==> src/rtl/nfc_way_arbiter.sv <==
`default_nettype none
// ============================================================================
// Module      : nfc_way_arbiter
// Description : Round-robin arbiter granting the shared NAND DQ bus to one way,
//               with post-release guard cycles. Optional grant watchdog enabled
//               by defining NFC_WAY_ARB_TIMEOUT_EN.
// Revision    : 1.0 - initial release
// ============================================================================
module nfc_way_arbiter #(
    parameter int NumberOfWays  = 4,
    parameter int GuardCycles   = 2,
    parameter int TimeoutCycles = 4096
) (
    input  logic                    iSystemClock,
    input  logic                    iReset,
    input  logic [NumberOfWays-1:0] iWayRequest,
    input  logic [NumberOfWays-1:0] iWayRelease,
    input  logic [NumberOfWays-1:0] iReadyBusy,
    output logic [NumberOfWays-1:0] oWayGrant,
    output logic                    oGrantValid,
    output logic [2:0]              oGrantIndex,
    output logic                    oBusIdle,
    output logic                    oTimeout
);

    if (NumberOfWays < 2 || NumberOfWays > 8 || GuardCycles < 0 || GuardCycles > 15 ||
        TimeoutCycles < 1 || TimeoutCycles > 65535) begin : g_param_check
        $error("nfc_way_arbiter: parameter out of legal range");
    end

    typedef enum logic [1:0] {
        ST_IDLE  = 2'd0,
        ST_HOLD  = 2'd1,
        ST_GUARD = 2'd2
    } state_t;

    state_t                  state_q;
    logic [2:0]              ptr_q;
    logic [3:0]              guard_q;
    logic [NumberOfWays-1:0] grant_q;
    logic                    valid_q;
    logic [2:0]              index_q;
    logic                    idle_q;

    logic [7:0]              w_eligible;
    logic [3:0]              w_cand;
    logic                    w_sel_found;
    logic [2:0]              w_sel_idx;
    logic [NumberOfWays-1:0] w_sel_onehot;
    logic                    w_release;
    logic [2:0]              w_ptr_next;
    logic                    w_wdog_hit;

    assign w_eligible = 8'(iWayRequest & iReadyBusy);

    // Rotating priority search: first eligible way at or above the pointer.
    always_comb begin
        w_sel_found = 1'b0;
        w_sel_idx   = 3'd0;
        w_cand      = 4'd0;
        for (int k = 0; k < NumberOfWays; k++) begin
            w_cand = 4'(ptr_q) + 4'(k);
            if (w_cand >= 4'(NumberOfWays)) begin
                w_cand = w_cand - 4'(NumberOfWays);
            end
            if (!w_sel_found && w_eligible[w_cand[2:0]]) begin
                w_sel_found = 1'b1;
                w_sel_idx   = w_cand[2:0];
            end
        end
    end

    assign w_sel_onehot = {{(NumberOfWays-1){1'b0}}, 1'b1} << w_sel_idx;
    // A dropped request from the owner counts as a release.
    assign w_release    = |(grant_q & (iWayRelease | ~iWayRequest));
    assign w_ptr_next   = (index_q == 3'(NumberOfWays - 1)) ? 3'd0 : index_q + 3'd1;

`ifdef NFC_WAY_ARB_TIMEOUT_EN
    logic [15:0] wdog_q;
    logic        timeout_q;

    assign w_wdog_hit = (state_q == ST_HOLD) && (wdog_q == 16'(TimeoutCycles - 1));

    always_ff @(posedge iSystemClock) begin
        if (iReset) begin
            wdog_q    <= 16'd0;
            timeout_q <= 1'b0;
        end else begin
            timeout_q <= w_wdog_hit && !w_release;
            if (state_q == ST_HOLD && !w_release && !w_wdog_hit) begin
                wdog_q <= wdog_q + 16'd1;
            end else begin
                wdog_q <= 16'd0;
            end
        end
    end

    assign oTimeout = timeout_q;
`else
    assign w_wdog_hit = 1'b0;
    assign oTimeout   = 1'b0;
`endif

    always_ff @(posedge iSystemClock) begin
        if (iReset) begin
            state_q <= ST_IDLE;
            ptr_q   <= 3'd0;
            guard_q <= 4'd0;
            grant_q <= '0;
            valid_q <= 1'b0;
            index_q <= 3'd0;
            idle_q  <= 1'b1;
        end else begin
            case (state_q)
                ST_IDLE: begin
                    if (w_sel_found) begin
                        grant_q <= w_sel_onehot;
                        valid_q <= 1'b1;
                        index_q <= w_sel_idx;
                        idle_q  <= 1'b0;
                        state_q <= ST_HOLD;
                    end
                end
                ST_HOLD: begin
                    if (w_release || w_wdog_hit) begin
                        grant_q <= '0;
                        valid_q <= 1'b0;
                        ptr_q   <= w_ptr_next;
                        if (GuardCycles == 0) begin
                            idle_q  <= 1'b1;
                            state_q <= ST_IDLE;
                        end else begin
                            guard_q <= 4'(GuardCycles - 1);
                            state_q <= ST_GUARD;
                        end
                    end
                end
                ST_GUARD: begin
                    if (guard_q == 4'd0) begin
                        idle_q  <= 1'b1;
                        state_q <= ST_IDLE;
                    end else begin
                        guard_q <= guard_q - 4'd1;
                    end
                end
                default: begin
                    grant_q <= '0;
                    valid_q <= 1'b0;
                    idle_q  <= 1'b1;
                    state_q <= ST_IDLE;
                end
            endcase
        end
    end

    assign oWayGrant   = grant_q;
    assign oGrantValid = valid_q;
    assign oGrantIndex = index_q;
    assign oBusIdle    = idle_q;

endmodule
`default_nettype wire

==> config.mk <==
export PLATFORM = sky130hd
export DESIGN_NAME = nfc_way_arbiter
export DESIGN_NICKNAME = d
export VERILOG_FILES = /design/src/rtl/nfc_way_arbiter.sv
export SDC_FILE = /design/constraint.sdc
export NUM_CORES = 1
export LEC_CHECK = 0
export BUFFER_PORTS_ARGS = -buffer_cell sky130_fd_sc_hd__clkbuf_2
export CAP_MARGIN = 20
export CELL_PAD_IN_SITES_DETAIL_PLACEMENT = 0
export CELL_PAD_IN_SITES_GLOBAL_PLACEMENT = 2
export CORE_MARGIN = 5
export CORE_UTILIZATION = 31
export CTS_CLUSTER_SIZE = 25
export DETAILED_ROUTE_END_ITERATION = 16
export PLACE_DENSITY_LB_ADDON = 0.1
export SLEW_MARGIN = 25
export SYNTH_ARGS = -nofsm -noshare
export SYNTH_HDL_FRONTEND = slang
export SYNTH_SLANG_ARGS = --single-unit
export TNS_END_PERCENT = 30
==> constraint.sdc <==
create_clock -name iSystemClock -period 3 [get_ports iSystemClock]
set_input_delay 0.6 -clock iSystemClock [delete_from_list [all_inputs] [get_ports iSystemClock]]
set_output_delay 0.6 -clock iSystemClock [all_outputs]
set_load 0.01 [all_outputs]
==> run_results.csv, run 1 <==
group,metric,value,unit
outcome,outcome,"finished, final reports clean",
clock_tree,cts_buffer_depth,2,
synth,synth_cells,129,
timing,drv_slew,0,
synth,ys_seq_area_frac,0.3254,
cells_and_area,most-common-layout-cells,"22 x clkbuf_2, 18 x dfxtp_1, 13 x nor2_1",
worst_setup_path,start_kind,"flop",
synth,synth.avg_cell_area,8.584,um2
cells_and_area,final_util,0.3780,
clock_tree,cts.clk_slew.worst_paths,0.10,ns
floorplanning,die_w,69.77,um
placed_design,port_buffers,22,
timing,setup_slack,0.3806,ns
route,detail-route-antenna-nets,0,
pwr,max-vdd-ir-drop,0.0002611,V
route,vias,977,
timing,tns,0,ns
cells_and_area,nets,171,
synth,synth_edf_count,0,
route,viasPerCell,4.985,
route,drt_pass1_iterations,4,
clock_tree,cts.htree.levels,1,
clock_tree,cts_setup_buffers,0,
placed_design,gp_congestion,0.7656,
grt,grt_usage,0.1072,
floorplanning,die-area,0.004867,mm2
worst_hold_path,hold_class,"reg -> reg",
synth,async_flop_share,0,
grt,grt-ovfl-total,0,
timing,worst_slew_pin_slew,0.6644,ns
cells_and_area,multi_input_area,681.9,um2
timing,whs,0.4908,ns
route,routedWlPerCell,12.94,um
synth,synth.distinct_cells,45,
placed_design,dp_hpwl,2021,um
clock_tree,hold_buffers,0,
cells_and_area,final_common_cell,"clkbuf_2",
route,drc,0,
synth,postSynthNetCount,148,
timing,fmax,381.8,MHz
placed_design,pre_cts_ws,0.3826,ns
synth,yosys_warnings,0,
synth,ys.flop_type,"dfxtp_1",
clock_tree,insertion_delay,0.28,ns
timing,slew_headroom,0.5551,
timing,skew,0.005130,ns
pwr,leakagePower,0.5377,nW
floorplanning,fp.dieH,69.77,um
worst_setup_path,arrival,2.81,ns
synth,syn_area,0.001107,mm2
route,first_iter_violations,45,
grt,antenna_found_initial,0,
timing,rsz0062_at_grt,"false",
worst_setup_path,path_max_fanout,7,
grt,grt_max_degree,16,
worst_setup_path,end_kind,"flop",
floorplanning,core-area,0.003390,mm2
floorplanning,core.rowCount,21,
worst_setup_path,path_class,"reg -> reg",
cells_and_area,drive_gt1_frac,0.2333,
worst_setup_path,crit_path_max_incr_delay,0.54,ns
cells_and_area,nFillCells,349,
flow_run,maxCapViolCount,0,
cells_and_area,area_delta_synth_final,15.71,%
cells_and_area,diodes,0,
worst_setup_path,worst_path_max_delay_cell,"mux4_2",
clock_tree,numCtsBuffers,3,
floorplanning,io-pin-count,24,
timing,finalSetupViolCount,0,
worst_setup_path,cp.required,3.19,ns
route,drt-total-wl,2536,um
clock_tree,cts-resized-gates,0,
cells_and_area,regArea,360.3,um2
clock_tree,cts.sinks,18,
synth,synth_seq_cells,18,
grt,grt_pass1_vias,902,
timing,hold_viol,0,
pwr,power_density,844.3,mW/mm2
timing,fin_crit_sh,0.8731,
clock_tree,cts_tree,"built",
floorplanning,start_util,0.3267,
clock_tree,root_buffer,"clkbuf_4",
worst_setup_path,worstPathCellList,"inv_1, ha_1, mux4_2, o221a_4, a211oi_4, a211oi_2, a22o_1",
timing,period_minus_slack,2.619,ns
grt,grt_pass1_wl,4236,um
==> registers in the layout, summed over array words and instances (netlist names) <==
name         cells
oWayGrant        4
guard_q          4
oBusIdle         1
state_q          2
oGrantIndex      3
ptr_q            3
oGrantValid      1
==> worst paths after layout <==
| kind | startpoint | to | slack (ns) | cells past startpoint |
|---|---|---|---|---|
| setup / recovery | ptr_q[1] | oWayGrant[0] | 0.38 | 7 |
| hold / removal | oGrantValid | oGrantValid | 0.49 | 1 |
| hold reg to reg | oGrantValid | oGrantValid | 0.49 | 1 |
| setup reg to reg | ptr_q[1] | oWayGrant[0] | 0.38 | 7 |
==> worst max-delay path, delay by kind of cell, from the launching register on <==
family / cells / cell delay, ns
buffers and inverters: 1 / 0.12
AOI/OAI and AO/OA: 4 / 1.03
muxes: 1 / 0.54
adders and majority gates: 1 / 0.40
DFF: 1 / 0.43
==> metrics by stage <==
step / power [mW] / instances / instance area (um2)
5_1_grt: 1.186 / 196 / 1281
3_3_place_gp: 0.9692 / 193 / 1259
2_1_floorplan: 0.8200 / 129 / 1107
6_report: 1.082 / 196 / 1281
4_1_cts: 1.095 / 196 / 1281
3_5_place_dp: 0.9748 / 193 / 1259
==> metal layers <==
metal	wire [um]	share of wire	up-vias	GRT usage
met5	0	0	-	0
met4	17	0.0067	0	0.02553
met3	138	0.054	2	0.03478
met2	1064	0.42	23	0.1563
met1	1316	0.52	442	0.1517
li1	-	-	510	-
==> area by class of cell <==
type | instances | share of cell area
clock buffers | 3 | 0.01758
inverters | 11 | 0.03223
multi-input cells | 95 | 0.5322
flip-flops and latches | 18 | 0.2813
well taps | 46 | 0.04492
repair buffers | 23 | 0.09180
==> cells in the mapped netlist, drive strengths merged (2+ instances only) <==
cell type	n	area [um2]
inv	11	41.29
o21ai	7	35.03
nor2	13	48.80
dfxtp	18	360.4
a22o	4	35.03
and4	2	17.52
buf	2	12.51
and2	2	12.51
nor3	7	35.03
nor4	2	12.51
nand2b	2	12.51
a211oi	4	47.54
nand2	11	41.29
mux2	2	22.52
mux2i	4	40.04
nor3b	2	20.02
ha	5	62.56
a21oi	6	30.03
clkbuf	3	11.26
==> power breakdown <==
group | switching (mW) | total [mW] | internal [mW]
clock | 0.0691 | 0.116 | 0.0466
combinational | 0.317 | 0.586 | 0.269
sequential | 0.0743 | 0.380 | 0.306
total | 0.460 | 1.08 | 0.622
==> kinds of logic after synthesis <==
family / synth area share
and+or+nand+nor: 0.2057
AOI/OAI and AO/OA: 0.2576
DFF: 0.3254
buffers and inverters: 0.05875
muxes: 0.07683
adders and majority gates: 0.05650
xor gates and xnor gates: 0.01582
other: 0.003387
(Power assumes the default switching activity.)
==> run 2: changes to the inputs <==
Settings changed: ABC_AREA from default to 1, CORE_UTILIZATION 31 to 29.
==> run 2 against run 1 <==
Effect of this change: sequential share of layout area fell by 2.2 points; sequential cell count did not move; total power rose by 32%; cell count rose by 24%; clock-buffer cell count rose by 1; fmax rose by 25%; critical path depth rose by 5; largest power group unchanged; highest routed layer unchanged; sequential power fell by 2%; area after synthesis rose by 7.1%; setup slack improved by 0.53 ns; first-iteration DRC count rose by 13%; die area rose by 12%.
==> run_results.csv, run 2 <==
group,metric,value,unit
synth,synth_top_family_by_area,"simple AND/OR/NAND/NOR gates",
cells_and_area,final_common_cell,"nand2_1",
clock_tree,cts_tree,"built",
synth,ys.flop_type,"dfxtp_1",
placed_design,dp_hpwl,2418,um
flow_run,maxCapViolCount,0,
synth,synth_top_cell_by_area,"dfxtp_1",
pwr,switching_share,0.4931,
worst_setup_path,r2r_end,"oGrantIndex[1]",
grt,grt_usage,0.1140,
cells_and_area,area_delta_synth_final,17.30,%
clock_tree,cts_setup_buffers,0,
floorplanning,die-area,0.005469,mm2
synth,synth-simple-area-share,0.4188,
route,drt_pass1_iterations,4,
synth,synth_edf_count,0,
timing,tns,0,ns
worst_setup_path,crit_start,"ptr_q[0]",
timing,period_minus_slack,2.088,ns
worst_setup_path,crit_path_max_incr_delay,0.60,ns
worst_setup_path,end_kind,"flop",
clock_tree,cts-resized-gates,0,
worst_setup_path,crit_path_end,"oGrantIndex[1]",
timing,fmax,478.9,MHz
synth,synth.avg_cell_area,6.977,um2
clock_tree,numCtsBuffers,3,
pwr,max-vdd-ir-drop,0.0003772,V
worst_setup_path,worst_path_max_delay_cell,"dfxtp_1",
pwr,p_sw,0.7034,mW
pwr,combPwrFrac,0.599,
worst_setup_path,rrSetupSlack,0.91,ns
cells_and_area,diodes,0,
synth,async_flop_share,0,
floorplanning,io-pin-count,24,
floorplanning,core.rowCount,23,
route,wl_met2,1205,um
timing,finalSetupViolCount,0,
route,drt-total-wl,2886,um
route,first_iter_violations,51,
worst_setup_path,r2r-start,"ptr_q[0]",
floorplanning,fp.dieH,73.96,um
cells_and_area,nets,213,
floorplanning,start_util,0.2987,
synth,ys_seq_area_frac,0.3038,
pwr,internal_power,0.7231,mW
cells_and_area,most-common-layout-cells,"27 x nand2_1, 23 x nor2_1, 22 x clkbuf_2",
synth,muxShareOfSynthArea,0,
pwr,power_density,1025,mW/mm2
worst_setup_path,cp.depth,12,
placed_design,gp_congestion,0.7727,
synth,synth_top_area_share,0.3038,
timing,hold_viol,0,
pwr,clockPowerShare,0.140,
clock_tree,cts.clk_slew.worst_paths,0.07,ns
grt,grt_pass1_vias,999,
grt,grt_max_degree,14,
route,vias,1099,
route,wl_met1,1473,um
clock_tree,root_buffer,"clkbuf_8",
synth,synth_compound_area_frac,0.1171,
grt,antenna_found_initial,0,
route,drc,0,
route,routedWlPerCell,11.88,um
timing,fin_crit_sh,0.6961,
synth,yosysMostFrequentCell,"nand2_1",
synth,yosys_warnings,0,
clock_tree,cts.htree.levels,1,
worst_setup_path,arrival,2.23,ns
clock_tree,cts.sinks,18,
worst_setup_path,rr_worst_depth,12,
synth,synth_area_leaders,"dfxtp_1 30%, nand2_1 8.5%, nand3_2 7.6%",
synth,synth_seq_cells,18,
cells_and_area,drive_gt1_frac,0.2591,
pwr,leakagePower,0.6847,nW
cells_and_area,nFillCells,450,
synth,postSynthNetCount,189,
grt,grt-ovfl-total,0,
route,top_layer,"met4",
worst_hold_path,hold_class,"reg -> reg",
route,detail-route-antenna-nets,0,
placed_design,port_buffers,22,
timing,rsz0062_at_grt,"false",
synth,synth_xor_xnor_area_share,0,
worst_setup_path,critical-path-top-delay-family,"flip-flops",
floorplanning,core-area,0.003971,mm2
worst_setup_path,path_max_fanout,9,
synth,synth.distinct_cells,29,
floorplanning,die_w,73.96,um
clock_tree,hold_buffers,0,
cells_and_area,regArea,360.3,um2
cells_and_area,final_util,0.3503,
synth,synthAdderAreaFrac,0.05274,
clock_tree,cts_buffer_depth,2,
worst_setup_path,worstPathCellList,"inv_8, ha_1, inv_1, nand3_1, nand3_1, nand3_2, nand2_4, inv_2, nor2_1, nor2_1, o21ai_0, inv_1",
synth,syn_area,0.001186,mm2
worst_setup_path,path_class,"reg -> reg",
grt,grt_pass1_wl,4830,um
worst_setup_path,timing.critical_path.buf_inv,4,
synth,yosys-top-cells-count,"27 x nand2_1, 23 x nor2_1, 20 x inv_1",
pwr,p_seq_frac,0.261,
timing,skew,0.001727,ns
clock_tree,insertion_delay,0.25,ns
timing,drv_slew,0,
worst_setup_path,cp.required,3.15,ns
cells_and_area,multi_input_area,701.9,um2
outcome,outcome,"finished, final reports clean",
worst_setup_path,start_kind,"flop",
synth,synth_cells,170,
route,viasPerCell,4.523,
route,met3_length,180,um
## run 2: through the flow
| step | power, mW | cell area [um2] | worst slack (ns) | hold slack [ns] | instances |
|---|---|---|---|---|---|
| global placement | 1.238 | 1336 | 0.9169 | 0.4506 | 239 |
| CTS | 1.447 | 1391 | 0.8848 | 0.4644 | 243 |
| global route | 1.586 | 1391 | 0.6870 | 0.4836 | 243 |
| detailed placement | 1.239 | 1336 | 0.9213 | 0.4531 | 239 |
| floorplan | 1.051 | 1186 | 1.273 | 0.4447 | 170 |
| finish | 1.426 | 1391 | 0.9118 | 0.4630 | 243 |
## run 2: area by class of cell
| cell class | count | area share |
|---|---|---|
| Inverter | 25 | 0.07284 |
| Tap cell | 50 | 0.04496 |
| Timing Repair Buffer | 22 | 0.07914 |
| Clock buffer | 4 | 0.03957 |
| Sequential cell | 18 | 0.2590 |
| Multi-Input combinational cell | 124 | 0.5045 |
## run 2: how the worst min path moves through the flow
stage	endpoint	start	cells after the start	slack (ns)
after floorplan	guard_q[0]	guard_q[0]	2	0.44
after global placement	oGrantValid	oGrantValid	2	0.45
after detailed placement	oGrantValid	oGrantValid	2	0.45
after CTS	oGrantValid	oGrantValid	2	0.46
after global routing	guard_q[0]	guard_q[0]	2	0.48
final	oGrantValid	oGrantValid	2	0.46
## run 2: cells by family (layout without fill, tap and decap cells)
family / after synthesis / count (layout)
compound gates: 25 / 25
other cells: 1 / 1
fa+ha+maj: 5 / 5
simple gates: 93 / 93
buf+inv: 28 / 51
flops: 18 / 18
## run 2: tightest hold or removal path, delay by kind of cell, from the launching register on
kind | cells | cell delay, ns
DFF | 1 | 0.31
AOI/OAI and AO/OA | 1 | 0.05
and+or+nand+nor | 1 | 0.06
## run 2: metal layers
| metal | track usage | vias to the layer above |
|---|---|---|
| met1 | 0.1608 | 472 |
| met4 | 0.03018 | 0 |
| li1 | - | 598 |
| met2 | 0.1772 | 25 |
| met5 | 0 | - |
| met3 | 0.02297 | 4 |
## run 2: power groups by stage
stage	sequential [mW]	clock (mW)	combinational [mW]
final	0.373	0.200	0.854
after global routing	0.383	0.217	0.986
after CTS	0.372	0.207	0.868
after detailed placement	0.378	0	0.862
after global placement	0.376	0	0.863
after floorplan	0.368	0	0.683
==> run 3: changes to the inputs <==
Clock period 3 ns to 2.1 ns, I/O delays scaled along.
==> run 3 against run 2 <==
Effect of this change: total power rose by 45%; sequential cell count is the same; clock-buffer cell count stayed put; clock power rose by 41%; setup slack got worse by 0.67 ns; register-to-register slack got worse by 0.67 ns; largest cell class unchanged; die area is the same; sequential share of layout area shrank 0.14 points.
==> run_results.csv, run 3 (same netlist as run 2, synthesis figures left out) <==
group,metric,value,unit
floorplanning,fp.dieH,73.96,um
clock_tree,cts.clk_slew.worst_paths,0.07,ns
grt,grt_usage,0.1148,
placed_design,port_buffers,22,
timing,tns,0,ns
clock_tree,cts.sinks,18,
clock_tree,hold_buffers,0,
timing,fin_crit_sh,0.8856,
worst_setup_path,rr_worst_depth,12,
clock_tree,cts_buffer_depth,2,
grt,grt-ovfl-total,0,
timing,fmax,537.7,MHz
timing,whs,0.4739,ns
cells_and_area,regArea,362.8,um2
timing,period_minus_slack,1.860,ns
cells_and_area,area_delta_synth_final,18.78,%
worst_hold_path,min_from,"oGrantValid",
clock_tree,insertion_delay,0.26,ns
timing,drv_slew,0,
timing,finalSetupViolCount,0,
cells_and_area,multi_input_area,701.9,um2
worst_setup_path,cp.required,2.29,ns
worst_setup_path,r2r-start,"ptr_q[1]",
worst_setup_path,arrival,2.05,ns
pwr,finalPower,2.069,mW
route,vias,1123,
cells_and_area,nets,215,
timing,hold_viol,0,
floorplanning,core.rowCount,23,
cells_and_area,nFillCells,449,
cells_and_area,diodes,0,
clock_tree,numCtsBuffers,3,
pwr,power_density,1468,mW/mm2
route,drc,0,
worst_setup_path,start_kind,"flop",
floorplanning,start_util,0.2987,
outcome,outcome,"finished, final reports clean",
pwr,leakagePower,0.6956,nW
cells_and_area,most-common-layout-cells,"27 x nand2_1, 23 x nor2_1, 22 x clkbuf_2",
timing,rsz0062_at_grt,"false",
grt,grt_max_degree,14,
clock_tree,cts_tree,"built",
grt,antenna_found_initial,0,
route,routedWlPerCell,12.01,um
floorplanning,io-pin-count,24,
cells_and_area,final_util,0.3548,
worst_setup_path,path_max_fanout,7,
timing,skew,0.004531,ns
worst_setup_path,rrSetupSlack,0.24,ns
worst_setup_path,end_kind,"flop",
floorplanning,die-area,0.005469,mm2
route,drt_pass1_iterations,4,
cells_and_area,design_area,0.001409,mm2
cells_and_area,final_common_cell,"nand2_1",
placed_design,gp_congestion,0.7545,
grt,grt_pass1_wl,4795,um
route,first_iter_violations,45,
pwr,max-vdd-ir-drop,0.0006181,V
placed_design,placed_area,0.001351,mm2
floorplanning,die_w,73.96,um
worst_hold_path,holdPathEnd,"oGrantValid",
flow_run,maxCapViolCount,0,
worst_hold_path,hold_class,"reg -> reg",
floorplanning,core-area,0.003971,mm2
worst_hold_path,holdPathStages,2,
grt,grt_pass1_vias,1090,
clock_tree,cts.htree.levels,1,
worst_setup_path,path_class,"reg -> reg",
clock_tree,root_buffer,"clkbuf_8",
placed_design,dp_hpwl,2493,um
route,detail-route-antenna-nets,0,
route,viasPerCell,4.584,
route,drt-total-wl,2942,um
cells_and_area,drive_gt1_frac,0.2769,
clock_tree,cts_setup_buffers,0,
worst_setup_path,r2r_end,"oWayGrant[3]",
clock_tree,cts-resized-gates,0,
run 3: cell count changes in the layout (fill, tap and decap cells not counted):
cell	before	now
dfxtp_2	0	2
dfxtp_1	18	16
buf_4	0	2
run 3: worst max path at each step:
stage / startpoint / to / depth (start not counted)
CTS: ptr_q[1] / oWayGrant[3] / 12
detailed placement: ptr_q[1] / oWayGrant[3] / 12
finish: ptr_q[1] / oWayGrant[3] / 12
global route: ptr_q[1] / oGrantIndex[1] / 12
global placement: ptr_q[1] / oWayGrant[3] / 12
floorplan: ptr_q[0] / oGrantIndex[0] / 13
run 3: layout make-up:
type,count,share of cell area
clock buffer,4,0.03908
tap,50,0.04441
timing repair buffer,24,0.08881
multi-input combinational,124,0.4982
inverter,25,0.07194
sequential,18,0.2575
run 3: per-layer routing:
| layer | up-vias | track usage | wire [um] | part of all wire |
|---|---|---|---|---|
| li1 | 604 | - | - | - |
| met1 | 492 | 0.1526 | 1412 | 0.48 |
| met2 | 23 | 0.1791 | 1303 | 0.44 |
| met3 | 4 | 0.02973 | 184 | 0.063 |
| met4 | 0 | 0.04225 | 42 | 0.014 |
| met5 | - | 0 | 0 | 0 |
run 3: metrics by stage:
stage	cells	worst slack, ns
2_1_floorplan	170	0.3730
3_3_place_gp	241	0.2383
3_5_place_dp	241	0.1868
4_1_cts	245	0.1692
5_1_grt	245	0.06150
6_report	245	0.2403
run 3: report_power, final:
group | internal (mW) | total (mW) | switching (mW) | leakage (nW)
Sequential | 0.450 | 0.525 | 0.0749 | 0.148
Clock | 0.167 | 0.283 | 0.116 | 0.0288
Combinational | 0.445 | 1.26 | 0.817 | 0.519
Total | 1.06 | 2.07 | 1.01 | 0.696
run 3: worst max-delay path: stages, from the launching register on:
cell and delay [ns]:
dfxtp_2 0.37, inv_2 0.09, ha_1 0.37, inv_1 0.11
nand3_2 0.10, nand3_2 0.14, nor2_1 0.12, nor2_1 0.04
nand2_1 0.06, nand2_2 0.08, nor2_4 0.10, nand2_1 0.09
a21oi_2 0.11
